**src/rtl/cpu_pkg.sv**
```systemverilog
// Shared definitions for the 8-bit core: program-counter geometry and sequencer states.
package cpu_pkg;

    localparam int              PC_W     = 8;
    localparam logic [PC_W-1:0] RESET_PC = 8'h00;

    typedef enum logic [1:0] {
        RUN   = 2'd0,
        HALT  = 2'd1,
        FAULT = 2'd2
    } seq_state_t;

endpackage

```
**src/rtl/ret_stack.sv**
```systemverilog
// Return-address LIFO. Contents are never cleared; only the stack pointer resets.
module ret_stack #(
    parameter int W     = 8,
    parameter int DEPTH = 4
) (
    input  logic         clk,
    input  logic         rst,
    input  logic         push,
    input  logic         pop,
    input  logic [W-1:0] din,
    output logic [W-1:0] dout,
    output logic         full,
    output logic         empty
);

    localparam int AW  = $clog2(DEPTH);
    localparam int SPW = AW + 1;

    logic [W-1:0]   mem_q [DEPTH];
    logic [SPW-1:0] sp_q, sp_d;
    logic [AW-1:0]  wr_idx, top_idx;
    logic           do_push, do_pop;

    assign full    = (sp_q == SPW'(DEPTH));
    assign empty   = (sp_q == '0);
    assign do_pop  = pop && !empty;
    assign do_push = push && !full && !do_pop;
    assign wr_idx  = sp_q[AW-1:0];
    assign top_idx = sp_q[AW-1:0] - AW'(1);
    assign dout    = mem_q[top_idx];

    always_comb begin
        sp_d = sp_q;
        if (do_pop) begin
            sp_d = sp_q - SPW'(1);
        end else if (do_push) begin
            sp_d = sp_q + SPW'(1);
        end
    end

    always_ff @(posedge clk) begin
        if (rst) begin
            sp_q <= '0;
        end else begin
            sp_q <= sp_d;
        end
    end

    always_ff @(posedge clk) begin
        if (do_push) begin
            mem_q[wr_idx] <= din;
        end
    end

endmodule

```
**src/rtl/fetch_sequencer.sv**
```systemverilog
// Next-PC generator: registered pc, RUN/HALT/FAULT control and a return-address stack.
module fetch_sequencer
    import cpu_pkg::*;
#(
    parameter int                       PC_W     = cpu_pkg::PC_W,
    parameter int                       DEPTH    = 4,
    parameter logic [cpu_pkg::PC_W-1:0] RESET_PC = cpu_pkg::RESET_PC
) (
    input  logic            clk,
    input  logic            rst,
    input  logic            stall,
    input  logic            branch,
    input  logic [PC_W-1:0] offset,
    input  logic            call,
    input  logic            ret,
    input  logic [PC_W-1:0] target,
    input  logic            halt,
    output logic [PC_W-1:0] pc,
    output logic            stack_full,
    output logic            stack_empty,
    output logic            halted,
    output logic            fault
);

    seq_state_t      state_q, state_d;
    logic [PC_W-1:0] pc_q, pc_d;
    logic [PC_W-1:0] pc_inc;
    logic [PC_W-1:0] stk_top;
    logic            stk_push, stk_pop;
    logic            stk_full, stk_empty;

    assign pc_inc = pc_q + PC_W'(1);

    ret_stack #(
        .W     (PC_W),
        .DEPTH (DEPTH)
    ) u_ret_stack (
        .clk   (clk),
        .rst   (rst),
        .push  (stk_push),
        .pop   (stk_pop),
        .din   (pc_inc),
        .dout  (stk_top),
        .full  (stk_full),
        .empty (stk_empty)
    );

    // Priority: stall > halt > ret > call > branch > sequential.
    always_comb begin
        state_d  = state_q;
        pc_d     = pc_q;
        stk_push = 1'b0;
        stk_pop  = 1'b0;
        if (state_q == RUN && !stall) begin
            if (halt) begin
                state_d = HALT;
            end else if (ret) begin
                if (stk_empty) begin
                    state_d = FAULT;
                end else begin
                    pc_d    = stk_top;
                    stk_pop = 1'b1;
                end
            end else if (call) begin
                if (stk_full) begin
                    state_d = FAULT;
                end else begin
                    pc_d     = target;
                    stk_push = 1'b1;
                end
            end else if (branch) begin
                pc_d = pc_q + offset;
            end else begin
                pc_d = pc_inc;
            end
        end
    end

    always_ff @(posedge clk) begin
        if (rst) begin
            state_q <= RUN;
            pc_q    <= RESET_PC;
        end else begin
            state_q <= state_d;
            pc_q    <= pc_d;
        end
    end

    assign pc          = pc_q;
    assign stack_full  = stk_full;
    assign stack_empty = stk_empty;
    assign halted      = (state_q == HALT);
    assign fault       = (state_q == FAULT);

endmodule

```
**config.mk**
```make
export PLATFORM = sky130hd
export DESIGN_NAME = fetch_sequencer
export DESIGN_NICKNAME = d
export VERILOG_FILES = /design/src/rtl/cpu_pkg.sv /design/src/rtl/ret_stack.sv /design/src/rtl/fetch_sequencer.sv
export SDC_FILE = /design/constraint.sdc
export NUM_CORES = 1
export LEC_CHECK = 0
export BUFFER_PORTS_ARGS = -buffer_cell sky130_fd_sc_hd__buf_2
export CORE_ASPECT_RATIO = 1.2
export CORE_UTILIZATION = 40
export CTS_CLUSTER_DIAMETER = 40
export DETAILED_ROUTE_END_ITERATION = 12
export SLEW_MARGIN = 25
export SYNTH_ARGS = -nofsm -noshare
export SYNTH_HDL_FRONTEND = slang
export SYNTH_SLANG_ARGS = --single-unit
```
**constraint.sdc**
```tcl
create_clock -name clk -period 2.5 [get_ports clk]
set_input_delay 0.375 -clock clk [delete_from_list [all_inputs] [get_ports clk]]
set_output_delay 0.375 -clock clk [all_outputs]
set_load 0.05 [all_outputs]
```
; ---- Word-level counts from Yosys, hierarchy flattened
; Memory sizes are Yosys's and may differ from the RTL's.
; Index checks and enable logic that the tools add are counted.
; W data, S select, Z words.
[totals]
in_bits = 23
n_memories = 1
ram_bits = 32
reg_bits = 13
[classes]
add_sub_neg = 5
mux = 23
bitwise = 1
n_reduce_logical = 15
n_eq_ne = 6
[memory_table]
columns = name, words, word_bits, read_ports, rd_clocked_by_memory_dff, wr, line
row1 = u_ret_stack.mem_q, 4, 8, 1, 0, 1, ret_stack.sv:19  ; logic [W-1:0] mem_q [DEPTH];
[op_table]
columns = operator, n
row1 = $mux W8, 5
row2 = $mux W1, 11
row3 = $mux W2, 5
row4 = $add A8 B1 Y8 const B, 1
row5 = $add A8 B8 Y8, 1
row6 = $reduce_and A4 Y1, 2
row7 = $mux W3, 2
row8 = $reduce_bool A3 Y1, 2
row9 = $logic_and A1 B1 Y1, 4
row10 = $logic_not A1 Y1, 4
row11 = $add A3 B1 Y3 const B, 1
row12 = $eq A3 B3 Y1 const B, 1
row13 = $logic_not A3 Y1, 1
row14 = $ne A3 B1 Y1 const B, 1
row15 = $ne A3 B3 Y1 const B, 1
row16 = $sub A3 B1 Y3 const B, 1
row17 = $eq A2 B1 Y1 const B, 1
row18 = $eq A2 B2 Y1 const B, 1
row19 = $logic_not A2 Y1, 1
row20 = $ne A2 B2 Y1 const B, 1
row21 = $reduce_bool A2 Y1, 1
row22 = $sub A2 B1 Y2 const B, 1
row23 = $not A1 Y1, 1

; ---- Longest topological paths before layout
; Gate-level depths: netlist of the first run.
[logic_depth]
ltp_word = 10
depth_mapped = 9
mapped_depth_nobuf = 8

; ---- Hierarchy
; A second synthesis of the first run with hierarchy kept.
[unflattened]
hier_cells = 229
hier_area_um2 = 2591.2
[modules_own_cells]
columns = module, cells_each, instances, area_each_um2
row1 = ret_stack, 85, 1, 1505.2
row2 = fetch_sequencer, 144, 1, 1086.0

; ---- Least setup slack after synthesis of the first run
; OpenSTA, ideal clock, no wires.
[synth_path]
path_kind = register -> register
from = reg pc_q[0] (netlist: pc[0])
to = reg pc_q[6] (netlist: pc[6])
required_ns = 2.375
stages_incl_launch_ff = 9
setup_ns = 0.125
n_path_buf = 0
t_arrival_ns = 2.396
setup_slack_ns = -0.021
cell_sequence = dfxtp_1 -> ha_1 -> inv_1 -> fa_1 -> nand2b_1 -> a21oi_1 -> mux2_2 -> o311ai_0 -> o21ai_1
[synth_via]
elab_chain_cells = 4
[synth_lines]
columns = element, line
row1 = "start, declared", fetch_sequencer.sv:26  ; logic [PC_W-1:0] pc_q, pc_d;
row2 = "start signal, assigned", fetch_sequencer.sv:85  ; pc_q <= pc_d;
row3 = $add A8 B1 Y8 or $add A8 B8 Y8 (tied branches), "fetch_sequencer.sv:32, fetch_sequencer.sv:72"
row4 = $mux W8 *, fetch_sequencer.sv:71  ; end else if (branch) begin
row5 = $mux W8 *, fetch_sequencer.sv:64  ; end else if (call) begin
row6 = $mux W8 *, fetch_sequencer.sv:57  ; end else if (ret) begin
; Every way passes the cells marked *; elsewhere a longest branch is shown, timed or not.
; A chain may end at the register's enable or synchronous reset.

; ---- Worst setup path after layout of the first run
; Ends and elaborated chain as after synthesis.

==> results of run 1 <==
## per-stage QoR
| stage | cell area [µm²] | hold WS, ps | utilization | setup WS, ps |
|---|---|---|---|---|
| 2_1_floorplan | 2560 | 477 | - | 119 |
| 3_3_place_gp | 2800 | 529 | 0.460 | 260 |
| 3_5_place_dp | 2800 | 540 | 0.460 | 216 |
| 4_1_cts | 2910 | 351 | 0.478 | 271 |
| 5_1_grt | 2910 | 381 | 0.478 | 96.4 |
| 6_report | 2910 | 359 | 0.478 | 268 |
## flip-flops by register name, indices dropped and copies added, names as in the netlist
signal             cells
pc                     8
u_ret_stack.mem_q     32
state_q                2
u_ret_stack.sp_q       3
## worst paths after layout
path / slack, ps / depth (start not counted) / end / start
max: 270 / 8 / pc[6]$_SDFFE_PP0P_ / pc[0]$_SDFFE_PP0P_
min: 360 / 3 / state_q[0]$_SDFFE_PP0P_ / halt
max reg2reg: 270 / 8 / pc[6]$_SDFFE_PP0P_ / pc[0]$_SDFFE_PP0P_
min reg2reg: 540 / 2 / u_ret_stack.sp_q[1]$_SDFFE_PP0P_ / u_ret_stack.sp_q[1]$_SDFFE_PP0P_
## worst max-delay path, delay by kind of cell (launching register included)
kind,cells,cell delay [ps]
multiplexers,1,350
AND/OR/NAND/NOR,1,170
flip-flops,1,390
adder cells (fa/ha/maj),2,560
buffers and inverters,1,50
AO/OA/AOI/OAI,3,600
## per-layer routing
metal  GRT usage  wire (µm)  vias up  part of all wire
li1            -          -      921                 -
met1       0.217       2550      870              0.46
met2       0.314       2780       33              0.50
met3      0.0246        155        6             0.028
met4      0.0635         74        0             0.013
met5           0          0        -                 0
## report_power, final
group | switching, µW | internal, µW | total (µW)
Sequential | 21.0 | 815 | 835
Clock | 242 | 294 | 536
Combinational | 171 | 97.1 | 268
Total | 433 | 1210 | 1640
## cell usage in the layout (no fill, tap or decap), types with 2 or more instances in the layout
cell      count
buf_2        34
edfxtp_1     32
nor2_1       22
inv_1        15
nand2_1      15
a21oi_1      14
ha_1         12
dfxtp_1      12
mux4_2        8
a211oi_1      8
o21ai_0       7
o211ai_1      6
nor3_1        6
nand2b_1      5
clkbuf_8      5
xnor2_1       4
nand3_1       4
xor2_1        4
and2_1        4
nor2b_1       3
nand3b_1      3
nor3b_1       3
buf_4         3
nand3_2       2
or3_1         2
and2b_1       2
or4b_1        2
mux2i_1       2
and3_1        2
o21a_1        2
o311ai_0      2
fa_1          2
## kinds of logic after synthesis
group | Yosys count
flip-flops | 45
adder cells (fa/ha/maj) | 14
AND/OR/NAND/NOR | 78
buffers and inverters | 24
multiplexers | 11
AO/OA/AOI/OAI | 49
XOR/XNOR | 8
## synthesized netlist by cell type, types with 2 or more instances
| cell | number |
|---|---|
| mux4_2 | 8 |
| nand3_2 | 2 |
| or4b_1 | 2 |
| buf_2 | 3 |
| and2b_1 | 2 |
| dfxtp_1 | 13 |
| a211oi_1 | 8 |
| or3_1 | 2 |
| nor2_1 | 22 |
| and2_1 | 4 |
| o311ai_0 | 2 |
| nor3_1 | 6 |
| nand2_1 | 15 |
| mux2i_1 | 2 |
| o21a_1 | 2 |
| nand3b_1 | 3 |
| nand3_1 | 4 |
| nor3b_1 | 3 |
| and3_1 | 2 |
| o21ai_0 | 7 |
| nor2b_1 | 3 |
| nand2b_1 | 5 |
| clkbuf_1 | 2 |
| a21oi_1 | 14 |
| xor2_1 | 4 |
| xnor2_1 | 4 |
| buf_4 | 3 |
| inv_1 | 15 |
| edfxtp_1 | 32 |
| fa_1 | 2 |
| ha_1 | 12 |
| o211ai_1 | 6 |
## layout make-up
class	count	area share
clock buffer	5	0.0236
inverter	15	0.0193
timing repair buffer	37	0.0662
sequential	45	0.420
clock inverter	3	0.0142
multi-input combinational	160	0.422
tap	82	0.0352
==> impl_results.md, run 1 <==
- FF/Latch Area: 1220 µm²
- Core area: 6090 µm²
- Multi-input logic area: 1230 µm²
- Setup violations, final: 0
- FMAX: 0.448 GHz
- Clk Latency, worst-skew pair: 290 ps
- CTS tree: built
- Detailed-route via count: 1830
- Status: complete, no violations
- Fin crit share: 0.893
- Initial antenna violation count: 0
- Crit-path cells: ha_1 -> inv_1 -> fa_1 -> nand2b_1 -> a21oi_1 -> mux2_2 -> o311ai_0 -> o21ai_1
- Layout cells sized above 1: 0.230
- Hold Fails Final Rpt: 0
- Die W: 75.0 µm
- Post-route non-filler standard cell count: 347
- Mux cell area share after synthesis: 0.0827
- Synth top area cells: edfxtp_1 (38%), dfxtp_1 (10%), mux4_2 (7.0%)
- Worst hold path class: in -> reg
- Power per cell area: 563 nW/µm²
- Initial Utilization: 0.420
- First-pass GRT wire length: 8.51 mm
- Rel. slew slack: 0.701
- FP Rows: 31
- Post-CTS Repair Setup Buffers: 0
- Synth area leader: edfxtp_1
- Power Total: 1640 µW
- Final HPWL DP: 4.19 mm
- Routed WL per cell: 16.0 µm
- RSZ-0062 raised after global routing: false
- CP endpoint kind: register
- Mapped Nets: 266
- Leak Pwr: 0.00110 µW
- Sequential share of the synthesized area: 0.478
- Worst path required time: 2680 ps
- Syn-to-layout area delta: 13.9%
- DRT iter0 DRCs: 82
- Max Cap Viol: 0
- Max H-tree Level: 2
- Post-synthesis cell type count: 47
- Critical path class: reg -> reg
- Antenna diodes: 0
- Number of fill cells: 563
- CP max FO: 6
- Synth top area share: 0.376
- Port buffer count: 34
- Adder-Cell Fraction of Synth Area: 0.0744
- Final Max Slew Viols: 0
- Synthesized area: 2560 µm²
- Synth Area in Compound Gates: 0.131
- Routed vias/inst: 5.27
- Largest net degree at the start of global routing: 18
- Synth Flop Type: edfxtp_1
- Die Area: 6720 µm²
- Layout Nets: 301
- Final setup skew: 6.52 ps
- Async SR Flop Fraction: 0
- CP max stage cell: dfxtp_2
- Post-Synth Simple-Gate Area: 0.165
- Root Buffer: clkbuf_8
- Syn_area_per_cell: 11.2 µm²
- Post-Syn Instances: 229
- Resize count post-CTS: 0
- Tmin final: 2230 ps
- Placed Cells: 339
- Crit path DAT: 2410 ps
- Num CTS Buffers: 5
- I/O pin count: 35
- Longest Clk Path Bufs: 2
- Num Clock Sinks: 45
- Synth warn: 0
- Total wire length: 5.56 mm
- Tightest Pin Transition: 445 ps
- Die Ht: 89.6 µm
- DRC errors left: 0
- Post-route ant nets: 0
- Cts hold-fix bufs: 0
- Synthesized flop and latch total: 45
- Drt first pass iters: 4
- Grt total ovfl: 0
- Crit path largest cell delay: 390 ps
- Post-Synth XOR/XNOR Area: 0.0274
- Final setup TNS: 0 ps
- Maximum vdd drop: 194 µV
- Vias in the first global route: 1705
- Largest family of logic cells by synthesized area: simple AND/OR/NAND/NOR gates
- Placer congestion estimate: 0.840
- Clock slew at reported path FFs: 80 ps
- Type of origin of the critical path: register
- Post-synth EDFFs: 32
- Tot GR Track Use: 0.176
Power figures use the tool's default switching activity.
==> run 2: changes to the inputs <==
==> constraint.sdc (replaced) <==
create_clock -name clk -period 2.6 [get_ports clk]
set_input_delay 0.39 -clock clk [delete_from_list [all_inputs] [get_ports clk]]
set_output_delay 0.39 -clock clk [all_outputs]
set_load 0.05 [all_outputs]
==> run 2 against run 1 <==
Power down 2.2%. Critical path depth unchanged. Cell count up 0.29%. Combinational power down 3%. Clock skew about the same. Design area up 0.43%. Clock power up 1%. Sequential power down 4.3%. Critical endpoint unchanged. Hold slack better by 17 ps. First-iteration DRC count up 6.1%. Die area unchanged.
==> impl_results.md, run 2 (synthesis gave the netlist of run 1 again) <==
- Die W: 75.0 µm
- R2R Path End: pc[6]$_SDFFE_PP0P_
- Worst hold path class: in -> reg
- Final setup TNS: 0 ps
- Rel. slew slack: 0.560
- Die Ht: 89.6 µm
- Min-delay src: halt
- Clk Latency, worst-skew pair: 300 ps
- Setup violations, final: 0
- Status: complete, no violations
- Syn-to-layout area delta: 14.4%
- Largest net degree at the start of global routing: 18
- RSZ-0062 raised after global routing: false
- Largest Register: u_ret_stack.mem_q
- Final Max Slew Viols: 0
- Max H-tree Level: 2
- Power per cell area: 548 nW/µm²
- Hold Fails Final Rpt: 0
- Tmin final: 2330 ps
- DRC errors left: 0
- Worst R2R Start: pc[0]$_SDFFE_PP0P_
- I/O pin count: 35
- Layout Nets: 302
- Routed vias/inst: 5.30
- Commonest non-fill, non-tap cell in the layout: buf_2
- Commonest non-fill, non-tap cells in the layout: buf_2 (34), edfxtp_1 (32), nor2_1 (22)
- Post-route ant nets: 0
- Tot GR Track Use: 0.171
- Resize count post-CTS: 0
- Reg2Reg Setup Slack: 270 ps
- Vias in the first global route: 1757
- Max reg flops: 32
- Maximum vdd drop: 184 µV
- Leak Pwr: 0.00111 µW
- Critical Path End: pc[6]$_SDFFE_PP0P_
- Reg2Reg Depth: 8
- CTS tree: built
- Longest Clk Path Bufs: 2
- Core area: 6090 µm²
- Final HPWL DP: 4.09 mm
- Crit path DAT: 2510 ps
- Routed WL per cell: 15.3 µm
- Post-CTS Repair Setup Buffers: 0
- Critical path class: reg -> reg
- Initial antenna violation count: 0
- Detailed-route via count: 1843
- Final setup skew: 6.95 ps
- Drt first pass iters: 4
- Antenna diodes: 0
- Worst path required time: 2780 ps
- Clock slew at reported path FFs: 90 ps
- CP max FO: 6
- Post-route cell area: 2930 µm²
- Placed cell area: 2810 µm²
- First-pass GRT wire length: 8.38 mm
- Number of fill cells: 573
- Root Buffer: clkbuf_8
- Num CTS Buffers: 5
- Placed Cells: 340
- FP Rows: 31
- Tightest Pin Transition: 659 ps
- CP endpoint kind: register
- Fin crit share: 0.895
- Post-route non-filler standard cell count: 348
- Die Area: 6720 µm²
- Port buffer count: 34
- Grt total ovfl: 0
- Type of origin of the critical path: register
- DRT iter0 DRCs: 87
- Num Clock Sinks: 45
- Total wire length: 5.34 mm
- Initial Utilization: 0.420
- Cts hold-fix bufs: 0
- Max Cap Viol: 0
- Placer congestion estimate: 0.843
- Layout cells sized above 1: 0.233
- FMAX: 0.430 GHz
- Critical path origin: pc[0]$_SDFFE_PP0P_
-- run 2: power breakdown --
| group | switching, µW | leakage, µW | internal [µW] | total, µW |
|---|---|---|---|---|
| clock network | 250 | 0.0000591 | 293 | 544 |
| logic | 166 | 0.000648 | 94.8 | 261 |
| registers | 16.2 | 0.000402 | 783 | 799 |
-- run 2: area by class of cell --
class	count	area, µm²	share of cell area
flip-flops and latches	45	1220	0.417
clock buffers	5	68.8	0.0235
clock inverters	3	47.5	0.0163
inverters	15	56.3	0.0192
repair buffers	38	200	0.0684
multi-input cells	160	1230	0.420
well taps	82	103	0.0351
-- run 2: how the worst min path moves through the flow --
stage	end	slack, ps	depth (start not counted)
floorplan	pc[5]$_SDFFE_PP0P_	490	1
global route	state_q[0]$_SDFFE_PP0P_	410	3
finish	state_q[0]$_SDFFE_PP0P_	380	3
global placement	u_ret_stack.sp_q[1]$_SDFFE_PP0P_	530	2
CTS	state_q[0]$_SDFFE_PP0P_	360	3
detailed placement	u_ret_stack.sp_q[1]$_SDFFE_PP0P_	540	2
-- run 2: stage by stage --
stage,power [µW],setup slack [ps],hold WS [ps],util
3_5_place_dp,1080,265,535,0.461
4_1_cts,1620,264,365,0.480
6_report,1600,272,376,0.480
2_1_floorplan,1000,79.1,492,-
3_3_place_gp,1080,337,529,0.461
5_1_grt,1670,64.6,412,0.480
-- run 2: layer usage --
layer	vias to the layer above	wire length, µm	GRT usage	part of all wire
met2	34	2590	0.293	0.48
met5	-	0	0	0
met3	10	119	0.0179	0.022
met4	0	150	0.0875	0.028
met1	877	2480	0.214	0.47
li1	922	-	-	-
-- run 2: worst max-delay path, stage by stage (launching register included) --
cell	delay, ps
dfxtp_1	450
ha_1	200
inv_1	50
fa_1	390
nand2b_1	180
a21oi_1	160
mux2_2	340
o311ai_0	330
o21ai_1	100
